$ cat src/rtl/pred_pkg.sv
// Shared types and register-map offsets for the multi-channel edge delay block.
package pred_pkg;

    typedef enum logic {
        IDLE = 1'b0,
        PEND = 1'b1
    } ch_state_e;

    localparam int OFF_RISE = 0;
    localparam int OFF_FALL = 1;
    localparam int STRIDE   = 2;

    // The control register sits right after the last per-channel pair.
    function automatic int ctrl_off(input int ch);
        return STRIDE * ch;
    endfunction

endpackage

$ cat src/rtl/pred_multi_if.sv
// Register-write bus plus per-channel signal inputs and delayed outputs.
interface pred_multi_if #(
    parameter int CH = 4,
    parameter int DW = 8,
    parameter int AW = 4
);
    logic [CH-1:0] sgn;
    logic [DW-1:0] shift;
    logic [AW-1:0] addr;
    logic          en;
    logic [CH-1:0] sgn_pre;
    logic [CH-1:0] busy;

    modport master (
        output sgn,
        output shift,
        output addr,
        output en,
        input  sgn_pre,
        input  busy
    );

    modport slave (
        input  sgn,
        input  shift,
        input  addr,
        input  en,
        output sgn_pre,
        output busy
    );
endinterface

$ cat src/rtl/pred_ch.sv
// One edge-delay channel: 2-flop synchronizer, IDLE/PEND FSM and delay counter.
module pred_ch
    import pred_pkg::*;
#(
    parameter int DW = 8
) (
    input  logic          clk,
    input  logic          rst,
    input  logic          sgn_i,
    input  logic          bypass_i,
    input  logic [DW-1:0] rise_i,
    input  logic [DW-1:0] fall_i,
    output logic          sgn_pre_o,
    output logic          busy_o
);

    logic [1:0]    sync_q;
    logic          pre_q;
    logic [DW-1:0] cnt_q;
    ch_state_e     state_q;
    logic          s;
    logic [DW-1:0] dly;

    assign s   = sync_q[1];
    assign dly = s ? rise_i : fall_i;

    always_ff @(posedge clk) begin
        if (rst) begin
            sync_q  <= 2'b00;
            pre_q   <= 1'b0;
            cnt_q   <= '0;
            state_q <= IDLE;
        end else begin
            sync_q <= {sync_q[0], sgn_i};
            if (bypass_i) begin
                // Bypass drops any pending edge and follows the synced input.
                pre_q   <= s;
                cnt_q   <= '0;
                state_q <= IDLE;
            end else begin
                unique case (state_q)
                    IDLE: begin
                        if (s != pre_q) begin
                            if (dly == '0) begin
                                pre_q <= s;
                            end else begin
                                cnt_q   <= dly - 1'b1;
                                state_q <= PEND;
                            end
                        end
                    end
                    PEND: begin
                        if (s == pre_q) begin
                            cnt_q   <= '0;
                            state_q <= IDLE;
                        end else if (cnt_q == '0) begin
                            pre_q   <= s;
                            state_q <= IDLE;
                        end else begin
                            cnt_q <= cnt_q - 1'b1;
                        end
                    end
                endcase
            end
        end
    end

    assign sgn_pre_o = pre_q;
    assign busy_o    = (state_q == PEND);

endmodule

$ cat src/rtl/pred_multi.sv
// Multi-channel edge delay: register file, address decode and CH channel instances.
module pred_multi
    import pred_pkg::*;
#(
    parameter int CH            = 4,
    parameter int DW            = 8,
    parameter int AW            = 4,
    parameter int ADDR_BASE     = 4,
    parameter int DEFAULT_SHIFT = 0
) (
    input logic         clk,
    input logic         rst,
    pred_multi_if.slave bus
);

    localparam logic [AW-1:0] CTRL_ADDR = AW'(ADDR_BASE + ctrl_off(CH));

    logic [DW-1:0] rise_q [CH];
    logic [DW-1:0] fall_q [CH];
    logic [CH-1:0] byp_q;
    logic [CH-1:0] pre;
    logic [CH-1:0] bsy;

    always_ff @(posedge clk) begin
        if (rst) begin
            for (int k = 0; k < CH; k++) begin
                rise_q[k] <= DW'(DEFAULT_SHIFT);
                fall_q[k] <= DW'(DEFAULT_SHIFT);
            end
            byp_q <= '0;
        end else if (bus.en) begin
            for (int k = 0; k < CH; k++) begin
                if (bus.addr == AW'(ADDR_BASE + STRIDE * k + OFF_RISE))
                    rise_q[k] <= bus.shift;
                if (bus.addr == AW'(ADDR_BASE + STRIDE * k + OFF_FALL))
                    fall_q[k] <= bus.shift;
            end
            if (bus.addr == CTRL_ADDR)
                byp_q <= bus.shift[CH-1:0];
        end
    end

    for (genvar k = 0; k < CH; k++) begin : g_ch
        pred_ch #(
            .DW(DW)
        ) u_ch (
            .clk       (clk),
            .rst       (rst),
            .sgn_i     (bus.sgn[k]),
            .bypass_i  (byp_q[k]),
            .rise_i    (rise_q[k]),
            .fall_i    (fall_q[k]),
            .sgn_pre_o (pre[k]),
            .busy_o    (bsy[k])
        );
    end

    assign bus.sgn_pre = pre;
    assign bus.busy    = bsy;

endmodule

$ cat src/flat_wrapper.sv
// flat-port wrapper written by rule: the top's interface ports become plain ports
module pred_multi_flat import pred_pkg::*;
#(
    parameter int CH            = 4,
    parameter int DW            = 8,
    parameter int AW            = 4,
    parameter int ADDR_BASE     = 4,
    parameter int DEFAULT_SHIFT = 0
)
  (clk, rst, bus_sgn, bus_shift, bus_addr, bus_en, bus_sgn_pre, bus_busy);
  pred_multi_if #(.CH(CH), .DW(DW), .AW(AW)) bus_i ();
  input logic clk;
  input logic rst;
  input wire logic [$bits(bus_i.sgn)-1:0] bus_sgn;
  input wire logic [$bits(bus_i.shift)-1:0] bus_shift;
  input wire logic [$bits(bus_i.addr)-1:0] bus_addr;
  input wire logic [$bits(bus_i.en)-1:0] bus_en;
  output wire logic [$bits(bus_i.sgn_pre)-1:0] bus_sgn_pre;
  output wire logic [$bits(bus_i.busy)-1:0] bus_busy;
  assign bus_i.sgn = bus_sgn;
  assign bus_i.shift = bus_shift;
  assign bus_i.addr = bus_addr;
  assign bus_i.en = bus_en;
  assign bus_sgn_pre = bus_i.sgn_pre;
  assign bus_busy = bus_i.busy;
  pred_multi #(.CH(CH), .DW(DW), .AW(AW), .ADDR_BASE(ADDR_BASE), .DEFAULT_SHIFT(DEFAULT_SHIFT)) u_core (.clk(clk), .rst(rst), .bus(bus_i));
endmodule
$ cat config.mk
export PLATFORM = sky130hd
export DESIGN_NAME = pred_multi_flat
export DESIGN_NICKNAME = d
export VERILOG_FILES = /design/src/rtl/pred_pkg.sv /design/src/rtl/pred_multi_if.sv /design/src/rtl/pred_ch.sv /design/src/rtl/pred_multi.sv /design/src/flat_wrapper.sv
export SDC_FILE = /design/constraint.sdc
export NUM_CORES = 1
export LEC_CHECK = 0
export ABC_AREA = 1
export CORE_MARGIN = 3
export CORE_UTILIZATION = 30
export DETAILED_ROUTE_END_ITERATION = 8
export PLACE_DENSITY = 0.45
export SLEW_MARGIN = 10
export SYNTH_ARGS = -nofsm -noshare
export SYNTH_HDL_FRONTEND = slang
export SYNTH_SLANG_ARGS = --single-unit
$ cat constraint.sdc
create_clock -name clk -period 5 [get_ports clk]
set_clock_uncertainty 0.05 [all_clocks]
set_input_delay 1 -clock clk [delete_from_list [all_inputs] [get_ports clk]]
set_output_delay 1 -clock clk [all_outputs]
set_load 0.1 [all_outputs]
==> results.toml <==
[worst_setup_path]
slowest_stage = "clkdlybuf4s50_1"
cpPeakStageDelay_ns = 1.21
cp.required_ns = 3.95
worst-path-buf-inv = 1
critPathMaxFanout = 9
crit_arrival_ns = 2.17
worstPathCellList = "clkdlybuf4s50_1"
critical_path_class = "reg -> out"
end_kind = "output pin"
start_kind = "register"
crit_family = "buffers and inverters"

[place]
post-place-cells = 1196
numPortBuffers = 26
gp_congestion = 0.764
placed_cell_area_sq_mm = 0.00716
dp_worst_setup_slack_ns = 1.64
place.detailed.hpwl_mm = 12.1

[global_route]
top_usage_layer = "met2"
grt_use_met2 = 0.213
grt_usage = 0.142
antenna_found_initial = 0
grt_overflow = 0
met3_usage = 0.0241
grt_pass1_wl_mm = 27.5
grt_pass1_vias = 5274
use_met1 = 0.209
grt_max_degree = 25

[clock_tree]
cts_resized = 0
post-cts-setup-buffer-count = 0
clk_pin_slew_worst_paths_ns = 0.06
cts_root_buf = "clkbuf_16"
ctsHoldBuffers = 0
htreeDepth = 4
cts_made_buffers = 17
cts.sinks = 116
cts_tree = "done"
worstSkewPairLatency_ns = 0.41
cts_buffer_depth = 2

[timing]
max_slew_margin = 0.349
fmax_mhz = 311
rsz0062_at_grt = "no"
hold_viol_final = 0
worstMarginPinSlew_ns = 0.973
drv_slew = 0
setup_slack_ns = 1.78
finalCritPeriodShare = 0.644
tns_ns = 0
setup_viol = 0
min_period_ns = 3.22

[run_status]
status = "finished, final reports clean"

[finish]
drive_above_1_share = 0.0939
diodes = 0
finalNonFillerCells = 1228
ff_latch_area_sq_mm = 0.00296
layout_commonest_cell = "nand2_1"
fin_area_sq_mm = 0.00781
nets = 970
final_core_util = 0.357
multi_input_area_sq_mm = 0.00312
num-fill-cells = 2363
area_growth_pct = 16.5
final_cell_mix = "nand2_1 (224), nor2_1 (180), inv_1 (113)"

[synth]
yosys_warnings = 0
synthCells = 909
synth_area_sq_mm = 0.00671
synth_cell_types = 39
ys_ff_latch = 116
synth_nets = 944
synth-main-ff-cell = "edfxtp_1"
ys_seq_area_frac = 0.442
synth-edff-count = 64
avgSynthCellArea_sq_um = 7.38
synth-async-reset-ratio = 0

[detailed_routing]
wirelength_mm = 16.5
drt_iter0_markers = 340
routed_via_density = 4.46
remaining_drc_errors = 0
dr.pass1.iters = 5
drtAntennaViolNets = 0
wl_per_cell_um = 13.4
vias = 5482

[die]
fp-row-count = 54
ios = 27
die-area_sq_mm = 0.0242
core_sq_mm = 0.0219
die_y_um = 156
start_util = 0.306
die_w_um = 156

[pwr]
pwr-share-seq = 0.383
p_sw_mw = 0.839
internal_power_mw = 2.11
p_leak_nw = 3.42
clkPwrFrac = 0.445
switching_share = 0.285
p_comb_frac = 0.172
ir_worst_vdd_uv = 176
powerDensity_mw_per_mm2 = 377

[min_path]
hold_class = "reg -> reg"

[job]
drv_cap = 0
-- per-layer routing --
metal  vias to the layer above  wire length (um)
met3                        19               412
met1                      2435              8730
met4                         0               263
met2                        75              7100
met5                         -                 0
li1                       2953                 -
-- synthesized netlist by cell type (2+ instances only) --
library cell,number,area share
or2_2,2,0.0019
nand3_1,70,0.052
a21oi_2,2,0.0026
xnor2_1,4,0.0052
nor3_1,3,0.0022
nand3_2,2,0.0030
o21bai_1,2,0.0022
nand2_1,224,0.13
buf_4,8,0.0090
nand4_1,9,0.0084
and2_1,2,0.0019
edfxtp_1,64,0.29
nand2_2,15,0.014
dfxtp_1,52,0.16
o21ai_0,25,0.019
nor2_4,3,0.0050
ha_1,16,0.030
nor2_1,180,0.10
clkbuf_1,3,0.0017
a21oi_1,29,0.022
xor2_1,10,0.013
inv_1,113,0.063
o21ai_1,19,0.014
o22ai_1,7,0.0065
nor2_2,7,0.0065
buf_6,6,0.010
o21ai_2,11,0.014
inv_2,6,0.0034
nand2_4,5,0.0084
-- state kept, by name, summed over array words and instances (netlist names) --
name and flops:
u_core.g_ch.u_ch.sgn_pre_o 4, u_core.g_ch.u_ch.cnt_q 32, u_core.byp_q 4, u_core.g_ch.u_ch.sync_q 8, u_core.g_ch.u_ch.busy_o 4, u_core.fall_q 32
u_core.rise_q 32
-- layout make-up --
| type | instances | share of cell area |
|---|---|---|
| well taps | 280 | 0.0448 |
| inverters | 122 | 0.0594 |
| flip-flops and latches | 116 | 0.379 |
| clock buffers | 24 | 0.0740 |
| repair buffers | 26 | 0.0333 |
| multi-input cells | 652 | 0.400 |
| clock inverters | 8 | 0.00961 |
-- power by group through the flow --
| stage | clock network, mW | logic (mW) | registers, mW |
|---|---|---|---|
| 3_5_place_dp | 0 | 0.511 | 1.15 |
| 2_1_floorplan | 0 | 0.411 | 1.13 |
| 5_1_grt | 1.39 | 0.585 | 1.14 |
| 6_report | 1.31 | 0.507 | 1.13 |
| 4_1_cts | 1.34 | 0.514 | 1.13 |
| 3_3_place_gp | 0 | 0.513 | 1.15 |
-- logic make-up (layout without fill, tap and decap cells) --
kind of cell / count (synthesis) / in the layout / synth area share
adders and majority gates: 16 / 16 / 0.0298
DFF: 116 / 116 / 0.442
AOI/OAI and AO/OA: 98 / 98 / 0.0849
xor gates and xnor gates: 14 / 14 / 0.0183
and+or+nand+nor: 524 / 524 / 0.333
buffers and inverters: 141 / 180 / 0.0927
-- final timing paths --
| path | start | to | slack [ns] | depth (start not counted) |
|---|---|---|---|---|
| setup / recovery | u_core.g_ch[3].u_ch.busy_o | bus_busy[3] | 1.78 | 1 |
| hold / removal | u_core.g_ch[3].u_ch.sync_q[0] | u_core.g_ch[3].u_ch.sync_q[1] | 0.36 | 2 |
| setup reg to reg | u_core.g_ch[1].u_ch.sync_q[1] | u_core.g_ch[1].u_ch.cnt_q[0] | 2.71 | 11 |
| hold reg to reg | u_core.g_ch[3].u_ch.sync_q[0] | u_core.g_ch[3].u_ch.sync_q[1] | 0.36 | 2 |
-- stage by stage --
stage / power [mW] / hold slack, ns
final: 2.95 / 0.358
after global routing: 3.12 / 0.373
after CTS: 2.98 / 0.358
after detailed placement: 1.66 / 0.349
after global placement: 1.66 / 0.340
after floorplan: 1.54 / 0.338
No activity file was read; power rests on OpenSTA's default activity.
